===== config.mk =====
export PLATFORM = sky130hd
export DESIGN_NAME = line_cache_sched
export DESIGN_NICKNAME = d
export VERILOG_FILES = /design/src/rtl/line_cache_sched.sv
export SDC_FILE = /design/constraint.sdc
export NUM_CORES = 1
export LEC_CHECK = 0
export BUFFER_PORTS_ARGS = -buffer_cell sky130_fd_sc_hd__buf_2
export CAP_MARGIN = 25
export CORE_UTILIZATION = 40
export CTS_BUF_LIST = sky130_fd_sc_hd__clkbuf_16
export DETAILED_ROUTE_END_ITERATION = 7
export PLACE_DENSITY_LB_ADDON = 0.12
export SYNTH_ARGS = -nofsm -noshare
export SYNTH_HDL_FRONTEND = slang
export SYNTH_SLANG_ARGS = --single-unit

===== constraint.sdc =====
create_clock -name pxlClk -period 4.7 [get_ports pxlClk]
set_input_delay 0.705 -clock pxlClk [delete_from_list [all_inputs] [get_ports pxlClk]]
set_output_delay 0.705 -clock pxlClk [all_outputs]
set_load 0.03 [all_outputs]

===== src/rtl/line_cache_sched.sv =====
// Line cache scheduler: tracks capture/display line positions over a 4-bank GBA line cache
// and publishes the upscaler's prev/cur/next bank window. Optional drop counter: LINE_CACHE_STATS_EN.
module line_cache_sched #(
  parameter int LINES = 160,
  parameter int BANKS = 4
) (
  input  logic        pxlClk,
  input  logic        rst,
  input  logic        wrFrameStart,
  input  logic        wrLineDone,
  input  logic        nextLine,
  input  logic        cacheUpdate,
  output logic [1:0]  wrBank,
  output logic [1:0]  prevBank,
  output logic [1:0]  curBank,
  output logic [1:0]  nextBank,
  output logic        sameLine,
  output logic        newFrame,
  output logic        overflow,
  output logic        underrun,
  output logic [15:0] dropCnt
);

  localparam int LW = $clog2(LINES + 1);
  localparam int BW = $clog2(BANKS);
  typedef logic [LW-1:0] line_t;
  localparam line_t LAST = line_t'(LINES - 1);
  localparam line_t LMAX = line_t'(LINES);

  typedef enum logic [1:0] {IDLE, PRIME, RUN} state_t;

  state_t     state_q, state_d;
  line_t      wrLine_q, wrLine_d;
  line_t      rdLine_q, rdLine_d;
  logic       newFrame_q, newFrame_d;
  logic       overflow_q, overflow_d;
  logic       underrun_q, underrun_d;
  logic [5:0] banks_q, banks_d;
  logic       ovf_evt;
  logic       adv_legal;
  logic       prime_done;
  line_t      win;
  line_t      wr_n;

  // Bank window {prev, cur, next} for a display line, replicating cur at frame edges.
  function automatic logic [5:0] banks_for(input line_t r);
    logic [BW-1:0] c, p, n;
    c = r[BW-1:0];
    p = (r == '0)   ? c : c - 1'b1;
    n = (r == LAST) ? c : c + 1'b1;
    return {p, c, n};
  endfunction

  always_comb begin
    win        = (rdLine_q <= LAST - line_t'(2)) ? rdLine_q + line_t'(2) : LAST;
    adv_legal  = (state_q == RUN) && (rdLine_q < LAST) && (wrLine_q > win);
    prime_done = (state_q == PRIME) && (wrLine_q >= line_t'(2));
    wr_n       = wrLine_q + line_t'(1);
  end

  always_comb begin
    state_d    = state_q;
    wrLine_d   = wrLine_q;
    rdLine_d   = rdLine_q;
    newFrame_d = newFrame_q;
    overflow_d = overflow_q;
    underrun_d = underrun_q;
    banks_d    = banks_q;
    ovf_evt    = 1'b0;
    if (wrFrameStart) begin
      state_d    = PRIME;
      wrLine_d   = '0;
      rdLine_d   = '0;
      newFrame_d = 1'b0;
      overflow_d = 1'b0;
      underrun_d = 1'b0;
    end else begin
      if (nextLine && adv_legal) begin
        rdLine_d   = rdLine_q + line_t'(1);
        newFrame_d = 1'b0;
      end else if (nextLine && state_q == RUN) begin
        underrun_d = 1'b1;
      end
      // Overflow is judged against the reader position after any same-cycle advance.
      if (wrLineDone && state_q != IDLE && wrLine_q < LMAX) begin
        wrLine_d = wr_n;
        if (wr_n < LMAX && {1'b0, wr_n} >= {1'b0, rdLine_d} + (LW+1)'(3)) begin
          overflow_d = 1'b1;
          ovf_evt    = 1'b1;
        end
      end
      if (prime_done) begin
        state_d    = RUN;
        newFrame_d = 1'b1;
      end
    end
    if (cacheUpdate || (prime_done && !wrFrameStart))
      banks_d = banks_for(rdLine_d);
  end

  always_ff @(posedge pxlClk) begin
    if (rst) begin
      state_q    <= IDLE;
      wrLine_q   <= '0;
      rdLine_q   <= '0;
      newFrame_q <= 1'b0;
      overflow_q <= 1'b0;
      underrun_q <= 1'b0;
      banks_q    <= '0;
    end else begin
      state_q    <= state_d;
      wrLine_q   <= wrLine_d;
      rdLine_q   <= rdLine_d;
      newFrame_q <= newFrame_d;
      overflow_q <= overflow_d;
      underrun_q <= underrun_d;
      banks_q    <= banks_d;
    end
  end

`ifdef LINE_CACHE_STATS_EN
  logic [15:0] dropCnt_q, dropCnt_d;

  always_comb begin
    dropCnt_d = dropCnt_q;
    if (ovf_evt && dropCnt_q != 16'hFFFF)
      dropCnt_d = dropCnt_q + 16'd1;
  end

  always_ff @(posedge pxlClk) begin
    if (rst) dropCnt_q <= '0;
    else     dropCnt_q <= dropCnt_d;
  end

  assign dropCnt = dropCnt_q;
`else
  logic unused_ovf;
  assign unused_ovf = ovf_evt;
  assign dropCnt    = 16'h0000;
`endif

  assign wrBank   = wrLine_q[BW-1:0];
  assign prevBank = banks_q[5:4];
  assign curBank  = banks_q[3:2];
  assign nextBank = banks_q[1:0];
  assign sameLine = !adv_legal;
  assign newFrame = newFrame_q;
  assign overflow = overflow_q;
  assign underrun = underrun_q;

endmodule


Word-level counts from Yosys, hierarchy flattened
Cells that the tools add are included.
{ "word_totals": {"reg_bits": 27, "inputBits": 6, "out_inout_bits": 28, "word_cells": 54} }
{ "classes": {"n_addsub": 6, "order_cmp": 7, "n_eq_ne": 3, "mux": 10, "bitwise": 1, "reduce_logical": 19} }
{ "ops": {"columns": ["op", "count"], "rows": [
  ["$mux W8", 4],
  ["$lt A8 B8 Y1 const B", 3],
  ["$add A8 B1 Y8 const B", 2],
  ["$add A8 B2 Y9 const B", 1],
  ["$ge A8 B9 Y1", 1],
  ["$logic_and A1 B1 Y1", 9],
  ["$add A8 B2 Y8 const B", 1],
  ["$eq A8 B8 Y1 const B", 1],
  ["$ge A8 B2 Y1 const B", 1],
  ["$gt A8 B8 Y1", 1],
  ["$le A8 B8 Y1 const B", 1],
  ["$logic_not A8 Y1", 1],
  ["$reduce_bool A2 Y1", 3],
  ["$mux W1", 4],
  ["$mux W2", 2],
  ["$reduce_and A2 Y1", 2],
  ["$add A2 B1 Y2 const B", 1],
  ["$eq A2 B1 Y1 const B", 1],
  ["$eq A2 B2 Y1 const B", 1],
  ["$logic_not A1 Y1", 2],
  ["$reduce_or A2 Y1", 1],
  ["$sub A2 B1 Y2 const B", 1],
  ["$logic_or A1 B1 Y1", 1],
  ["$not A1 Y1", 1]
]} }

Longest topological paths before layout
Gate-level depths: netlist (run 1).
{ "logic_depth": {"word_depth": 11, "mapped_depth": 21, "mapped_depth_nobuf": 20} }

Least setup slack after synthesis (run 1)
OpenSTA, ideal clock, no wires.
{ "synth_timing": {"kind": "reg-to-reg", "startpoint": "register rdLine_q[5]", "endpoint": "register overflow_q (netlist: overflow)", "setup_time_ns": 0.117, "t_arrival_ns": 3.964, "required_ns": 4.583, "setup_slack_ns": 0.620, "stages_incl_launch_ff": 20, "path_buffers": 1, "period_less_slack_ns": 4.080, "path_cell_list": "dfxtp_1 -> buf_1 -> nand2_1 -> or3_1 -> a21o_1 -> ha_1 -> a21oi_1 -> nand2_1 -> a21o_1 -> o211a_4 -> xnor2_2 -> ha_1 -> nor2_1 -> o31a_1 -> xnor2_1 -> ha_1 -> o21a_1 -> o2111ai_1 -> a21oi_1 -> a22o_1"} }
{ "synth_between": {"elab_chain_cells": 11, "elab_cells_between_ends": 15, "cone_classes": "3 x add/sub; 4 x order compare; 3 x mux; 5 x reduce/logical"} }
{ "synth_rtl": {"columns": ["element", "line", "text"], "rows": [
  ["start: declaration", "34", "line_t rdLine_q, rdLine_d;"],
  ["start signal: assignment", "113", "rdLine_q <= rdLine_d;"],
  ["$add A8 B2 Y8 or $le A8 B8 Y1 (tied branches)", "55", "win = (rdLine_q <= LAST - line_t'(2)) ? rdLine_q + line_t'(2) : LAST;"],
  ["$mux W8", "55", null],
  ["$gt A8 B8 Y1", "56", "adv_legal = (state_q == RUN) && (rdLine_q < LAST) && (wrLine_q > win);"],
  ["$logic_and A1 B1 Y1", "56", null],
  ["$logic_and A1 B1 Y1", "78", "if (nextLine && adv_legal) begin"],
  ["$mux W8 *", "78", null],
  ["$mux W8 *", "70", "if (wrFrameStart) begin"],
  ["$add A8 B2 Y9 *", "87", "if (wr_n < LMAX && {1'b0, wr_n} >= {1'b0, rdLine_d} + (LW+1)'(3)) begin"],
  ["$ge A8 B9 Y1 *", "87", null],
  ["$logic_and A1 B1 Y1 *", "87", null],
  ["$reduce_and A2 Y1 (no source line) *", null, null],
  ["end signal: assignment", "115", "overflow_q <= overflow_d;"],
  ["end: declaration", "36", "logic overflow_q, overflow_d;"]
]} }
Every way passes the cells marked *; elsewhere a longest branch is shown, timed or not. The select of a mux whose other input is x is not followed.
A chain may end at the register's enable or synchronous reset.

Worst setup path after layout (run 1)
{ "layout_timing": {"startpoint": "register rdLine_q[3]", "endpoint": "register overflow_q (netlist: overflow)"} }
Same word-level chain as after synthesis.

==> reports/metrics.yaml, run 1 <==
htree_num_levels: 1
grt_pass1_vias: 1749
ant_nets: 0
worstPathArrival_ns: 4.38
min_period_ns: 4.23
rsz0062_at_grt: "false"
setup_viol: 0
finalHoldViolCount: 0
fp.dieW_um: 80.0
vias_per_cell: 5.19
seq_area_frac_synth_pct: 22.2
synth.distinct_cells: 62
cts_made_buffers: 3
synth_top_area_cell: "dfxtp_1"
finalCritPeriodShare_pct: 89.9
worst_setup_path_end_kind: "flop"
routed_wl_um: 5600
hold_path.class: "reg2reg"
grt-ovfl-total: 0
status: "finished, final reports clean"
port_buffers: 17
drc: 0
crit_type: "reg2reg"
synth.area.top_cells: "dfxtp_1 22%, ha_1 13%, xor2_1 6.1%"
skew_ns: 0.00705
synthCells: 299
post-cts-setup-buffers: 0
worst_pin_slew_ns: 0.819
cp_top_family: "compound AO/OA/AOI/OAI gates"
ys.flop_type: "dfxtp_1"
io_pins: 34
power.density_nw_per_um2: 185
clock_sinks: 27
die_area_um2: 6400
slew_headroom_pct: 45.4
drive_gt1_share_pct: 17.2
maxCapViolations: 0
min_from: "newFrame"
start_kind: "flop"
synth.top_cell.area_share_pct: 22.2
synthArstFlopShare_pct: 0
syn2layout_area_growth_pct: 7.19
antennaDiodeCount: 0
cp-startpoint: "rdLine_q[3]"
path_clk_slew_ns: 0.07
ys_ff_latch: 27
cts_tree: "built"
critPathMaxStageDelay_ns: 0.47
synth_warnings: 0
start_util_pct: 41.4
post_drt_wl_per_cell_um: 14.4
critical_path.cell_chain: "nand3_1 -> or3_1 -> a21o_1 -> ha_1 -> nand4_1 -> o21ai_1 -> nor2_2 -> o211a_4 -> mux2i_1 -> ha_1 -> ha_1 -> a21o_1 -> a21o_1 -> a21oi_1 -> nor2b_1 -> o21ai_0 -> a21oi_1 -> a22o_1"
worst_ir_drop_vdd_uv: 193
dieHeight_um: 80.0
gr-usage-all-layers_pct: 18.8
r2r-start: "rdLine_q[3]"
cts_resized: 0
syn_area_um2: 2430
core_um2: 5890
routabilityCongestion: 0.807
cp_num_buf_inv: 0
tns_ns: 0
nets: 346
firstDrtPassIters: 4
drv_slew: 0
drtIter0Drc: 61
layoutNonFillerInstCount: 389
clock_latency_ns: 0.26
grt_max_degree: 19
ctsLongestPathBuffers: 2
slowest_stage: "dfxtp_1"
antenna_found_initial: 0
max_freq_mhz: 237
cts-root-buf: "clkbuf_16"
critPathRequiredTime_ns: 4.86
cp_max_fo: 13
placedCellCount: 385
synth_edf_count: 0
avgSynthCellArea_um2: 8.14
hold_buffers: 0
fin_total_pwr_uw: 482
grt_pass1_wl_um: 9060
dr_total_vias: 2017
p_leak_uw: 0.00110
row_count: 28
utilization_pct: 44.3
post-dp-hpwl_um: 4390
synthesized netlist by cell type, types with 2 or more instances:
library cell  number
a211oi_1           2
a211oi_2           3
a21o_1             4
a21oi_1           17
a21oi_2            2
a22o_1             2
and2_1             2
and3_1             2
buf_2              3
buf_4             19
buf_6              2
clkbuf_1           4
dfxtp_1           27
ha_1              25
inv_1              8
mux2i_1            3
nand2_1           24
nand2_2            2
nand2b_1           5
nand3_1           10
nand4_1            4
nor2_1            37
nor2_2             2
nor2_4             2
nor2b_1            3
nor3_1             6
nor4_1             3
o211ai_1           2
o21ai_0            8
o21ai_1            3
o22ai_1            2
o31a_1             2
or2_1              2
or2_2              3
xnor2_1           11
xor2_1            17
state kept, by name, indices dropped and copies added, names as in the netlist:
register  count
rdLine_q      8
newFrame      1
banks_q       6
overflow      1
state_q       2
wrLine_q      8
underrun      1
worst min-delay path, cell delays in order, from the launching register on:
cell and delay (ns):
dfxtp_1 0.31, nand2_1 0.05, a21oi_1 0.05
layer usage:
metal | part of all wire [%] | vias to the layer above | track usage (%)
met5 | 0 | - | 0
met1 | 51 | 931 | 28.0
met3 | 4.2 | 4 | 2.06
met4 | 0.75 | 0 | 4.29
met2 | 44 | 41 | 28.7
li1 | - | 1041 | -
cell usage in the layout (no fill, tap or decap), drive strengths merged, types with 3 or more instances in the layout:
master  netlist  routed
conb          1      16
buf          25      25
nor3          6       6
mux2i         3       3
xor2         17      17
nand2        26      26
clkbuf        4       3
dfxtp        27      27
nand2b        5       5
ha           25      25
a21o          4       4
nand3        10      10
xnor2        12      12
nor2b         4       4
nand4         5       5
a21oi        19      19
a211oi        5       5
nor2         41      41
o21ai        12      12
inv           9      10
nor4          4       4
or2           6       6
layout make-up:
| class | instances | area, um^2 |
|---|---|---|
| multi-input combinational | 249 | 1720 |
| clock inverter | 1 | 3.75 |
| sequential | 27 | 541 |
| timing repair buffer | 25 | 145 |
| fill | 613 | 3280 |
| clock buffer | 3 | 75.1 |
| tap | 75 | 93.8 |
| inverter | 9 | 33.8 |
cells by family (layout without fill, tap and decap cells):
group	after synthesis	count (layout)	share of synthesized area (%)
AO/OA/AOI/OAI	59	59	18.4
buffers and inverters	38	38	9.56
other	1	16	0.154
XOR/XNOR	29	29	10.7
adder cells (fa/ha/maj)	25	25	12.8
flip-flops	27	27	22.2
AND/OR/NAND/NOR	117	117	24.9
multiplexers	3	3	1.23
worst paths after layout:
check	cells after the start	end	slack, ns
min	2	newFrame	0.46
min reg2reg	2	newFrame	0.46
max reg2reg	18	overflow	0.47
max	18	overflow	0.47
power by group:
group / internal [uW] / switching (uW) / total [uW]
sequential: 232 / 3.03 / 235
combinational: 11.8 / 38.9 / 50.7
clock: 114 / 82.2 / 196
through the flow:
| stage | worst slack [ns] | area (um^2) | hold WS [ns] |
|---|---|---|---|
| floorplan | 0.620 | 2490 | 0.451 |
| global placement | 0.586 | 2530 | 0.443 |
| detailed placement | 0.508 | 2530 | 0.449 |
| CTS | 0.487 | 2610 | 0.461 |
| global route | 0.169 | 2610 | 0.478 |
| finish | 0.474 | 2610 | 0.455 |
(Power assumes the default switching activity.)
==> run 2: changes to the inputs <==
CELL_PAD_IN_SITES_DETAIL_PLACEMENT = 0   (was unset)
CELL_PAD_IN_SITES_GLOBAL_PLACEMENT = 1   (was unset)
CTS_CLUSTER_SIZE = 25   (was unset)
PLACE_DENSITY_LB_ADDON = 0.1   (was 0.12)
==> run 2 against run 1 <==
Compared with the run above:
- clock-buffer cell count unchanged
- sequential share of layout area hardly changed
- wire length is 0.91% higher
- sequential power is essentially flat
- clock skew is essentially flat
- setup slack got worse by 0.026 ns
- combinational power about the same
- first-iteration DRC count up 82%
- flip-flop and latch count did not move
- via count is essentially flat
- critical path depth rose by 2
- final cell count fell by 0.26%
- largest power group unchanged
- highest routed layer unchanged
==> reports/metrics.yaml, run 2 (same netlist as run 1, synthesis figures left out) <==
drv_slew: 0
grtUsageMet2_pct: 29.7
post_drt_wl_per_cell_um: 14.6
cts_tree: "built"
rr_worst_depth: 20
min_to: "banks_q[2]"
grt_pass1_wl_um: 9190
skew_ns: 0.00672
dr_total_vias: 2016
dieHeight_um: 80.0
post-dp-hpwl_um: 4480
row_count: 28
clock_latency_ns: 0.26
io_pins: 34
min_from: "banks_q[2]"
critPathRequiredTime_ns: 4.86
cp_top_family: "compound AO/OA/AOI/OAI gates"
worst_pin_slew_ns: 0.779
r2r-start: "rdLine_q[1]"
worst_ir_drop_vdd_uv: 171
status: "finished, final reports clean"
r2r_end: "overflow"
core_um2: 5890
hold_path.class: "reg2reg"
maxCapViolations: 0
grtUsageMet3_pct: 2.86
fp.dieW_um: 80.0
min_delay_path_depth: 2
critPathMaxStageDelay_ns: 0.42
worst_setup_path_end_kind: "flop"
cts-root-buf: "clkbuf_16"
drc: 0
drive_gt1_share_pct: 17.3
antennaDiodeCount: 0
grt_max_degree: 19
post-cts-setup-buffers: 0
largest_registers: "rdLine_q x8, wrLine_q x8, banks_q x6"
antenna_found_initial: 0
r2r_slack_ns: 0.45
clock_sinks: 27
die_area_um2: 6400
path_clk_slew_ns: 0.07
finalCritPeriodShare_pct: 90.5
htree_num_levels: 1
top_usage_layer: "met2"
nets: 345
slowest_stage: "dfxtp_1"
hold_buffers: 0
finalHoldViolCount: 0
nFillCells: 609
p_leak_uw: 0.00109
start_kind: "flop"
cp_num_buf_inv: 1
port_buffers: 17
power.density_nw_per_um2: 186
grt-ovfl-total: 0
path_common_cell: "ha_1"
grt_pass1_vias: 1822
rsz0062_at_grt: "false"
start_util_pct: 41.4
crit_type: "reg2reg"
cp_max_fo: 13
syn2layout_area_growth_pct: 6.94
slew_headroom_pct: 48.1
grt_use_met1_pct: 26.7
firstDrtPassIters: 4
cts_resized: 0
gr-usage-all-layers_pct: 18.7
min_period_ns: 4.25
ant_nets: 0
setup_viol: 0
tns_ns: 0
worstPathArrival_ns: 4.41
critical_path.cell_chain: "inv_1 -> ha_1 -> nor3_1 -> o31a_1 -> nor2_1 -> ha_1 -> nand4_1 -> o21ai_1 -> nor2_2 -> o211a_4 -> mux2i_1 -> ha_1 -> ha_1 -> a21o_1 -> a21o_1 -> a21oi_1 -> nor2b_1 -> o21ai_0 -> a21oi_1 -> a22o_1"
layout_common_cells: "37 x nor2_1, 27 x dfxtp_1, 25 x ha_1"
cts_made_buffers: 3
routed_wl_um: 5650
routabilityCongestion: 0.813
ctsLongestPathBuffers: 2
max_freq_mhz: 235
hold_ws_ns: 0.455
mostFrequentLayoutCell: "nor2_1"
vias_per_cell: 5.20
drtIter0Drc: 111
-- run 2: cell count changes in the layout (fill, tap and decap cells not counted), sizes merged --
cell and delta:
clkinv +1, buf -1, inv -1
-- run 2: worst register-to-register path, stage by stage, from the launching register on --
cell     delay [ns]
dfxtp_1        0.42
inv_1          0.11
ha_1           0.18
nor3_1         0.25
o31a_1         0.22
nor2_1         0.07
ha_1           0.31
nand4_1        0.12
o21ai_1        0.10
nor2_2         0.21
o211a_4        0.33
mux2i_1        0.34
ha_1           0.29
ha_1           0.27
a21o_1         0.15
a21o_1         0.16
a21oi_1        0.13
nor2b_1        0.06
o21ai_0        0.16
a21oi_1        0.09
a22o_1         0.17
-- run 2: how the worst max path moves through the flow --
| stage | from | depth (start not counted) | slack (ns) | end |
|---|---|---|---|---|
| floorplan | rdLine_q[5] | 19 | 0.62 | overflow |
| global placement | rdLine_q[3] | 18 | 0.52 | overflow |
| detailed placement | rdLine_q[1] | 20 | 0.45 | overflow |
| CTS | rdLine_q[1] | 20 | 0.43 | overflow |
| global route | rdLine_q[1] | 20 | 0.1 | overflow |
| finish | rdLine_q[1] | 20 | 0.45 | overflow |
-- run 2: area by class of cell --
class	instances	area [um^2]	area share (%)
well taps	75	93.8	3.60
clock buffers	3	75.1	2.88
repair buffers	24	138	5.29
clock inverters	1	5.00	0.192
inverters	9	33.8	1.30
flip-flops and latches	27	541	20.8
multi-input cells	249	1720	66.0
-- run 2: power by group --
group	internal (uW)	total (uW)	switching [uW]
Clock	115	199	83.7
Combinational	11.8	50.7	38.9
Sequential	232	234	2.87
-- run 2: metrics by stage --
step | worst slack (ns) | util, % | total power, uW | area, um^2 | cells
final | 0.449 | 44.2 | 484 | 2600 | 388
after global routing | 0.0977 | 44.2 | 507 | 2600 | 388
after CTS | 0.427 | 44.2 | 492 | 2600 | 388
after detailed placement | 0.448 | 42.9 | 291 | 2520 | 384
after global placement | 0.520 | 42.9 | 291 | 2520 | 384
after floorplan | 0.620 | - | 292 | 2490 | 314
-- run 2: routing by layer --
metal,up-vias,wire length (um),part of all wire [%]
met4,0,27,0.48
li1,1041,-,-
met3,2,134,2.4
met2,33,2520,45
met5,-,0,0
met1,940,2970,52
==> run 3: changes to the inputs <==
ABC_AREA = 1   (was unset)
==> run 3 against run 2 <==
Compared with the run above:
- total power is 11% higher
- sequential share of layout area decreased by 0.81 points
- critical path depth rose by 9
- area after synthesis up 3.2%
- largest power group unchanged
==> reports/metrics.yaml, run 3 <==
status: "finished, final reports clean"
drc: 0
vias_per_cell: 4.69
synth_warnings: 0
maxCapViolations: 0
post-dp-hpwl_um: 4860
drive_gt1_share_pct: 18.2
cts-root-buf: "clkbuf_16"
place_area_um2: 2620
drtIter0Drc: 86
synth.distinct_cells: 40
ys_ff_latch: 27
row_count: 28
ant_nets: 0
avgSynthCellArea_um2: 6.98
rsz0062_at_grt: "false"
grt_pass1_wl_um: 9740
cts_tree: "built"
start_util_pct: 42.0
grt_pass1_vias: 1994
critPathRequiredTime_ns: 4.84
worstPathArrival_ns: 4.41
worst_pin_slew_ns: 0.562
finalCritPeriodShare_pct: 90.9
path_common_cell: "nand2_1"
mostFrequentLayoutCell: "nand2_1"
path_clk_slew_ns: 0.07
ys.flop_type: "dfxtp_1"
min_period_ns: 4.27
cp-startpoint: "rdLine_q[1]"
hold_path.class: "reg2reg"
nFillCells: 629
power.density_nw_per_um2: 198
firstDrtPassIters: 5
synthCells: 360
fp.dieW_um: 81.3
slew_headroom_pct: 62.3
cp_max_fo: 8
worst_setup_path_end_kind: "flop"
cts_made_buffers: 3
synth.area.top_cells: "dfxtp_1 22%, ha_1 12%, nand2_1 9.6%"
tns_ns: 0
hold_ws_ns: 0.447
synth_commonest_cells: "64 x nand2_1, 50 x inv_1, 34 x nor2_1"
io_pins: 34
regArea_um2: 541
clock_latency_ns: 0.26
routed_wl_um: 5790
synthArstFlopShare_pct: 0
clock_sinks: 27
critPathMaxStageDelay_ns: 0.41
fin_total_pwr_uw: 535
p_leak_uw: 0.00137
skew_ns: 0.00281
clkPwrFrac_pct: 36.5
dr_total_vias: 2130
yosysMostFrequentCell: "nand2_1"
antennaDiodeCount: 0
max_freq_mhz: 234
die_area_um2: 6600
dieHeight_um: 81.3
netSwitchingPower_uw: 160
r2r-start: "rdLine_q[1]"
finalHoldViolCount: 0
hold_buffers: 0
post_drt_wl_per_cell_um: 12.8
htree_num_levels: 1
seq_area_frac_synth_pct: 21.5
largest_registers: "rdLine_q x8, wrLine_q x8, banks_q x6"
nets: 411
synth_top_area_cell: "dfxtp_1"
multi_input_area_um2: 1670
syn2layout_area_growth_pct: 7.77
synth_edf_count: 0
ctsLongestPathBuffers: 2
gr-usage-all-layers_pct: 19.5
start_kind: "flop"
antenna_found_initial: 0
p_int_uw: 375
port_buffers: 17
drv_slew: 0
setup_viol: 0
layout_common_cells: "64 x nand2_1, 50 x inv_1, 34 x nor2_1"
swShare_pct: 29.9
core_um2: 5990
fin_area_um2: 2710
synth.top_cell.area_share_pct: 21.5
grt_max_degree: 15
p_comb_share_pct: 18.3
seqPwrFrac_pct: 45.2
crit_type: "reg2reg"
syn_area_um2: 2510
grt-ovfl-total: 0
routabilityCongestion: 0.805
slowest_stage: "dfxtp_1"
min_from: "underrun"
worst_ir_drop_vdd_uv: 130
run 3: changes by cell type after synthesis, moves of 4 or more:
cell | previous run | this run
nand2_1 | 24 | 64
o21ai_0 | 8 | 13
nand2_4 | 0 | 4
nand2_2 | 2 | 13
nand3_1 | 10 | 26
inv_1 | 8 | 50
inv_2 | 1 | 5
xnor2_1 | 11 | 1
nand2b_1 | 5 | 0
a21oi_1 | 17 | 21
nand4_1 | 4 | 8
run 3: cell type report:
| class | count | area share, % |
|---|---|---|
| clock buffer | 3 | 2.77 |
| sequential | 27 | 20.0 |
| tap | 75 | 3.46 |
| clock inverter | 1 | 0.139 |
| multi-input combinational | 271 | 61.5 |
| inverter | 55 | 7.62 |
| timing repair buffer | 22 | 4.53 |
run 3: kinds of logic (layout without fill, tap and decap cells):
kind of cell | Yosys count | after routing | synth area share, %
flip-flops | 27 | 27 | 21.5
XOR/XNOR | 16 | 16 | 6.32
other | 1 | 16 | 0.149
AO/OA/AOI/OAI | 43 | 43 | 10.3
buffers and inverters | 77 | 81 | 14.4
AND/OR/NAND/NOR | 171 | 171 | 34.9
adder cells (fa/ha/maj) | 25 | 25 | 12.4
run 3: worst max-delay path, delay by kind of cell, from the launching register on:
kind	cells	cell delay, ns
buffers and inverters	3	0.32
AO/OA/AOI/OAI	5	0.44
flip-flops	1	0.41
XOR/XNOR	2	0.40
adder cells (fa/ha/maj)	4	1.00
AND/OR/NAND/NOR	15	1.59
run 3: metal layers:
metal / vias to the layer above / routed length, um / GRT usage [%] / part of all wire, %
met1: 922 / 3030 / 26.9 / 52
met4: 0 / 89 / 6.25 / 1.5
met5: - / 0 / 0 / 0
met3: 8 / 129 / 2.02 / 2.2
li1: 1160 / - / - / -
met2: 40 / 2550 / 31.4 / 44
run 3: worst paths after layout:
path,to,slack [ns],depth (start not counted)
worst max-delay path,overflow,0.43,29
worst min-delay path,underrun,0.45,2
worst max register to register,overflow,0.43,29
worst min register to register,underrun,0.45,2
run 3: metrics by stage:
stage	worst slack, ns	util [%]	std cells
finish	0.427	45.2	454
global route	0.00522	45.2	454
CTS	0.329	45.0	452
detailed placement	0.357	43.7	448
global placement	0.380	43.7	448
floorplan	0.633	-	375
run 3: power groups by stage:
| stage | clock (uW) | combinational, uW | sequential (uW) |
|---|---|---|---|
| floorplan | 0 | 84.9 | 250 |
| global placement | 0 | 98.9 | 247 |
| detailed placement | 0 | 98.3 | 247 |
| CTS | 201 | 98.6 | 242 |
| global route | 211 | 111 | 243 |
| finish | 196 | 97.7 | 242 |
run 3: timing repair:
action | in CTS | in global routing
resized for setup | 0 | 1
endpoints found under the setup margin | 0 | 1
buffers inserted | 0 | 2
